`config.mk`:
```
export PLATFORM = sky130hd
export DESIGN_NAME = stream_to_hs_fifo_flat
export DESIGN_NICKNAME = d
export VERILOG_FILES = /design/src/rtl/stream_to_hs_fifo_if.sv /design/src/rtl/stream_to_hs_fifo.sv /design/src/flat_wrapper.sv
export SDC_FILE = /design/constraint.sdc
export NUM_CORES = 1
export LEC_CHECK = 0
export CORE_MARGIN = 10
export CORE_UTILIZATION = 45
export DETAILED_ROUTE_END_ITERATION = 16
export GPL_TIMING_DRIVEN = 1
export MAX_ROUTING_LAYER = met4
export PLACE_DENSITY = 0.65
export SYNTH_ARGS = -nofsm -noshare
export SYNTH_HDL_FRONTEND = slang
export SYNTH_SLANG_ARGS = --single-unit
```
`constraint.sdc`:
```
create_clock -name clk -period 5.3 [get_ports clk]
set_input_delay 1.59 -clock clk [delete_from_list [all_inputs] [get_ports clk]]
set_output_delay 1.59 -clock clk [all_outputs]
set_load 0.01 [all_outputs]
```
`src/rtl/stream_to_hs_fifo_if.sv`:
```
// stream_to_hs_fifo_if: stream input and ap_vld/ap_ack handshake output bundle
interface stream_to_hs_fifo_if #(
    parameter int DATA_WIDTH = 64
);
    logic [DATA_WIDTH-1:0] inStream_tdata;
    logic                  inStream_tvalid;
    logic                  inStream_tready;
    logic [DATA_WIDTH-1:0] out_hs;
    logic                  out_hs_ap_vld;
    logic                  out_hs_ap_ack;
    modport slave (
        input  inStream_tdata, inStream_tvalid, out_hs_ap_ack,
        output inStream_tready, out_hs, out_hs_ap_vld
    );
    modport master (
        output inStream_tdata, inStream_tvalid, out_hs_ap_ack,
        input  inStream_tready, out_hs, out_hs_ap_vld
    );
endinterface

```
`src/rtl/stream_to_hs_fifo.sv`:
```
// stream_to_hs_fifo: stream-to-handshake FIFO whose head output comes only from stored state
module stream_to_hs_fifo #(
    parameter int DATA_WIDTH = 64,
    parameter int DEPTH      = 4,
    parameter int CNT_WIDTH  = $clog2(DEPTH) + 1
) (
    input  logic                 clk,
    input  logic                 aresetn,
    input  logic                 flush,
    stream_to_hs_fifo_if.slave   bus,
    output logic [CNT_WIDTH-1:0] level
);
    localparam int AW = $clog2(DEPTH);
    logic [DATA_WIDTH-1:0] mem [DEPTH];
    logic [AW-1:0]         wr_ptr;
    logic [AW-1:0]         rd_ptr;
    logic                  push;
    logic                  pop;
    assign bus.inStream_tready = aresetn && !flush && (level < CNT_WIDTH'(DEPTH));
    assign bus.out_hs_ap_vld   = level != '0;
    assign bus.out_hs          = mem[rd_ptr];
    assign push = bus.inStream_tvalid && bus.inStream_tready;
    assign pop  = bus.out_hs_ap_vld && bus.out_hs_ap_ack && !flush;
    always_ff @(posedge clk or negedge aresetn) begin
        if (!aresetn) begin
            wr_ptr <= '0;
            rd_ptr <= '0;
            level  <= '0;
        end else if (flush) begin
            wr_ptr <= '0;
            rd_ptr <= '0;
            level  <= '0;
        end else begin
            wr_ptr <= push ? wr_ptr + 1'b1 : wr_ptr;
            rd_ptr <= pop ? rd_ptr + 1'b1 : rd_ptr;
            level  <= level + CNT_WIDTH'(push) - CNT_WIDTH'(pop);
        end
    end
    // storage is deliberately left out of reset so it maps to plain register arrays
    always_ff @(posedge clk) begin
        if (push) mem[wr_ptr] <= bus.inStream_tdata;
    end
endmodule
```
`src/flat_wrapper.sv`:
```
// flat-port wrapper written by rule: the top's interface ports become plain ports
module stream_to_hs_fifo_flat 
#(
    parameter int DATA_WIDTH = 64,
    parameter int DEPTH      = 4,
    parameter int CNT_WIDTH  = $clog2(DEPTH) + 1
)
  (clk, aresetn, flush, level, bus_inStream_tdata, bus_inStream_tvalid, bus_out_hs_ap_ack, bus_inStream_tready, bus_out_hs, bus_out_hs_ap_vld);
  stream_to_hs_fifo_if #(.DATA_WIDTH(DATA_WIDTH)) bus_i ();
  input  logic clk;
  input  logic aresetn;
  input  logic flush;
  output logic [CNT_WIDTH-1:0] level;
  input wire logic [$bits(bus_i.inStream_tdata)-1:0] bus_inStream_tdata;
  input wire logic [$bits(bus_i.inStream_tvalid)-1:0] bus_inStream_tvalid;
  input wire logic [$bits(bus_i.out_hs_ap_ack)-1:0] bus_out_hs_ap_ack;
  output wire logic [$bits(bus_i.inStream_tready)-1:0] bus_inStream_tready;
  output wire logic [$bits(bus_i.out_hs)-1:0] bus_out_hs;
  output wire logic [$bits(bus_i.out_hs_ap_vld)-1:0] bus_out_hs_ap_vld;
  assign bus_i.inStream_tdata = bus_inStream_tdata;
  assign bus_i.inStream_tvalid = bus_inStream_tvalid;
  assign bus_i.out_hs_ap_ack = bus_out_hs_ap_ack;
  assign bus_inStream_tready = bus_i.inStream_tready;
  assign bus_out_hs = bus_i.out_hs;
  assign bus_out_hs_ap_vld = bus_i.out_hs_ap_vld;
  stream_to_hs_fifo #(.DATA_WIDTH(DATA_WIDTH), .DEPTH(DEPTH), .CNT_WIDTH(CNT_WIDTH)) u_core (.clk(clk), .aresetn(aresetn), .flush(flush), .bus(bus_i), .level(level));
endmodule
```
==> summary.txt <==
Worst Path Required -> 3.71 ns
Status -> finished, final reports clean
Final setup fails -> 0
# fillers -> 1544
Mux contribution to synthesized area -> 0.152
Tcrit/Tclk final -> 0.884
Clk_lat worst skew -> 0.52 ns
CTS max path bufs -> 3
DIE AREA -> 0.0280 mm2
Final Core Density -> 0.581
Leakage power total -> 0.00389 uW
Initial antenna violation count -> 0
Hold buffer count at cts -> 0
Starting Density -> 0.461
Yosys top cell by area -> edfxtp_1
Sum Neg Setup Slack -> 0 ns
Setup bufs post-CTS -> 0
Top-area cell type share of the netlist area -> 0.788
First-pass GRT wire length -> 29000 um
Initial DRT Pass Iterations -> 4
GR Util All Layers -> 0.135
Measured slew at the worst slew-check pin -> 1.04 ns
Final hold violation count -> 0
Residual DRC -> 0
CTS tree -> built
CP Capture Type -> output pin
Clock Sink Count -> 263
Diode count -> 0
Post-synthesis register bit count -> 263
Share of layout cells above drive strength 1 -> 0.214
Vias in the first global route -> 5031
Largest net degree at the start of global routing -> 67
Routability cong. -> 0.735
IO Pins -> 138
Gr ovfl total -> 0
Worst Path Max Fanout -> 9
WS Path Type -> primary input to output pin
Sequential element share of the synthesized area -> 0.806
CTS clk-pin slew, worst paths -> 0.06 ns
Xor/xnor share of the synthesized area -> 0.00231
Worst Skew -> 0.0139 ns
Commonest non-fill, non-tap cell in the layout -> edfxtp_1
Adder-cell share of the synthesized area -> 0.00975
Ranking of synthesized cells by area -> edfxtp_1 79%, mux4_2 15%, dfrtp_1 1.8%, buf_12 0.82%, ha_1 0.77%
Fmax -> 0.214 GHz
Wire per inst -> 22.3 um
Reg2Reg Setup Slack -> 3.11 ns
Chip width -> 167 um
Resize count post-CTS -> 0
Fin. max-slew vios -> 0
Nets@finish -> 613
Unique masters post-synth -> 23
Hold WC Path Type -> flip-flop to flip-flop
Htree depth -> 1
Setup slack after layout -> 0.617 ns
Post-synthesis cell area -> 0.00975 mm2
Layout area overhead -> 26.0%
DP Worst Slack -> 0.613 ns
Main combinational cell family by area after synthesis -> multiplexers
Post-Synthesis Cells -> 380
TritonCTS Buffers -> 27
VDD IR max -> 0.000270 V
Relative slew slack -> 0.307
DIE HEIGHT -> 167 um
Vias after detailed routing -> 4339
Commonest non-fill, non-tap cells in the layout -> 256 x edfxtp_1, 137 x clkdlybuf4s50_1, 64 x mux4_2, 27 x clkbuf_16, 7 x clkinv_2
Routed Wire Length -> 18500 um
CP Launch Type -> primary input
Ys Warns -> 0
IO buf count -> 137
DP HPWL -> 11100 um
Drt via density -> 5.22
Initial drt markers -> 259
Core region area -> 0.0212 mm2
Root buffer cell -> clkbuf_16
PwrDens -> 422 mW/mm2
Synth Area in Compound Gates -> 0.00167
Worst path arrival time -> 3.09 ns
Simple-gate area share of the yosys netlist -> 0.0101
Min cycle time layout -> 4.68 ns
DRT antenna net count -> 0
Syn_area_per_cell -> 25.7 um2
Synth Net Count -> 456
RSZ-0062 raised after global routing -> false
Max-cap viol count -> 0
Cell Rows -> 53
[critical path: stages]
cell and delay [ns]:
clkdlybuf4s50_1 0.68, nor3b_1 0.24, clkdlybuf4s50_1 0.57
[registers in the layout (all words and copies together), names as in the netlist]
signal,count
u_core.level,3
u_core.mem,256
u_core.rd_ptr,2
u_core.wr_ptr,2
[layer usage]
layer | global-route usage | wire, um | vias to the layer above
met5 | - | 0 | -
met4 | 0.0303 | 236 | 0
met3 | 0.0295 | 908 | 19
met2 | 0.227 | 9430 | 117
met1 | 0.165 | 7940 | 2272
li1 | - | - | 1931
[synthesized netlist by cell type]
master,number
and2_1,4
buf_12,4
buf_2,6
buf_4,3
buf_6,1
clkbuf_1,3
dfrtp_1,7
edfxtp_1,256
fa_1,1
ha_1,6
inv_1,5
mux2_2,3
mux2i_1,1
mux4_2,64
nand2b_1,1
nor2_1,5
nor2b_1,4
nor3b_1,1
nor4bb_1,1
o311ai_0,1
o31ai_1,1
or3_1,1
xnor3_1,1
[path summary, 6_finish.rpt]
check / startpoint / end / cells past startpoint
max: aresetn / bus_inStream_tready / 3
max reg2reg: u_core.level[2]$_DFF_PN0_ / u_core.level[2]$_DFF_PN0_ / 9
min reg2reg: u_core.wr_ptr[0]$_DFFE_PN0P_ / u_core.wr_ptr[0]$_DFFE_PN0P_ / 1
min: u_core.wr_ptr[0]$_DFFE_PN0P_ / u_core.wr_ptr[0]$_DFFE_PN0P_ / 1
min in group asynchronous: aresetn / u_core.level[0]$_DFF_PN0_ / 1
max in group asynchronous: aresetn / u_core.rd_ptr[1]$_DFFE_PN0P_ / 1
[layout make-up]
class                           instances  area (um2)  area share
Multi-Input combinational cell         95        1730       0.141
Inverter                                5        18.8     0.00153
Clock inverter                         17         156      0.0127
Clock buffer                           31         691      0.0562
Sequential cell                       263        7870       0.640
Timing Repair Buffer                  145        1480       0.121
Tap cell                              275         344      0.0280
[stage by stage]
step           power (uW)  cell area (um2)  hold WS [ns]  cells
2_1_floorplan        3020             9750         0.504    380
5_1_grt              5400            12300         0.590    831
3_5_place_dp         3460            11400         0.546    783
4_1_cts              5260            12300         0.552    831
3_3_place_gp         3440            11400         0.529    783
6_report             5180            12300         0.550    831
[cell families after synthesis]
logic type	after synthesis
simple gates	17
buf+inv	22
flops	263
fa+ha+maj	7
compound gates	2
mux	68
xor+xnor	1
[where the power goes]
group / switching (uW) / internal, uW / leakage [uW]
Clock: 720 / 1070 / 0.000421
Sequential: 113 / 2340 / 0.00240
Combinational: 339 / 590 / 0.00107
Note: power is estimated with default switching activity, not from simulation.
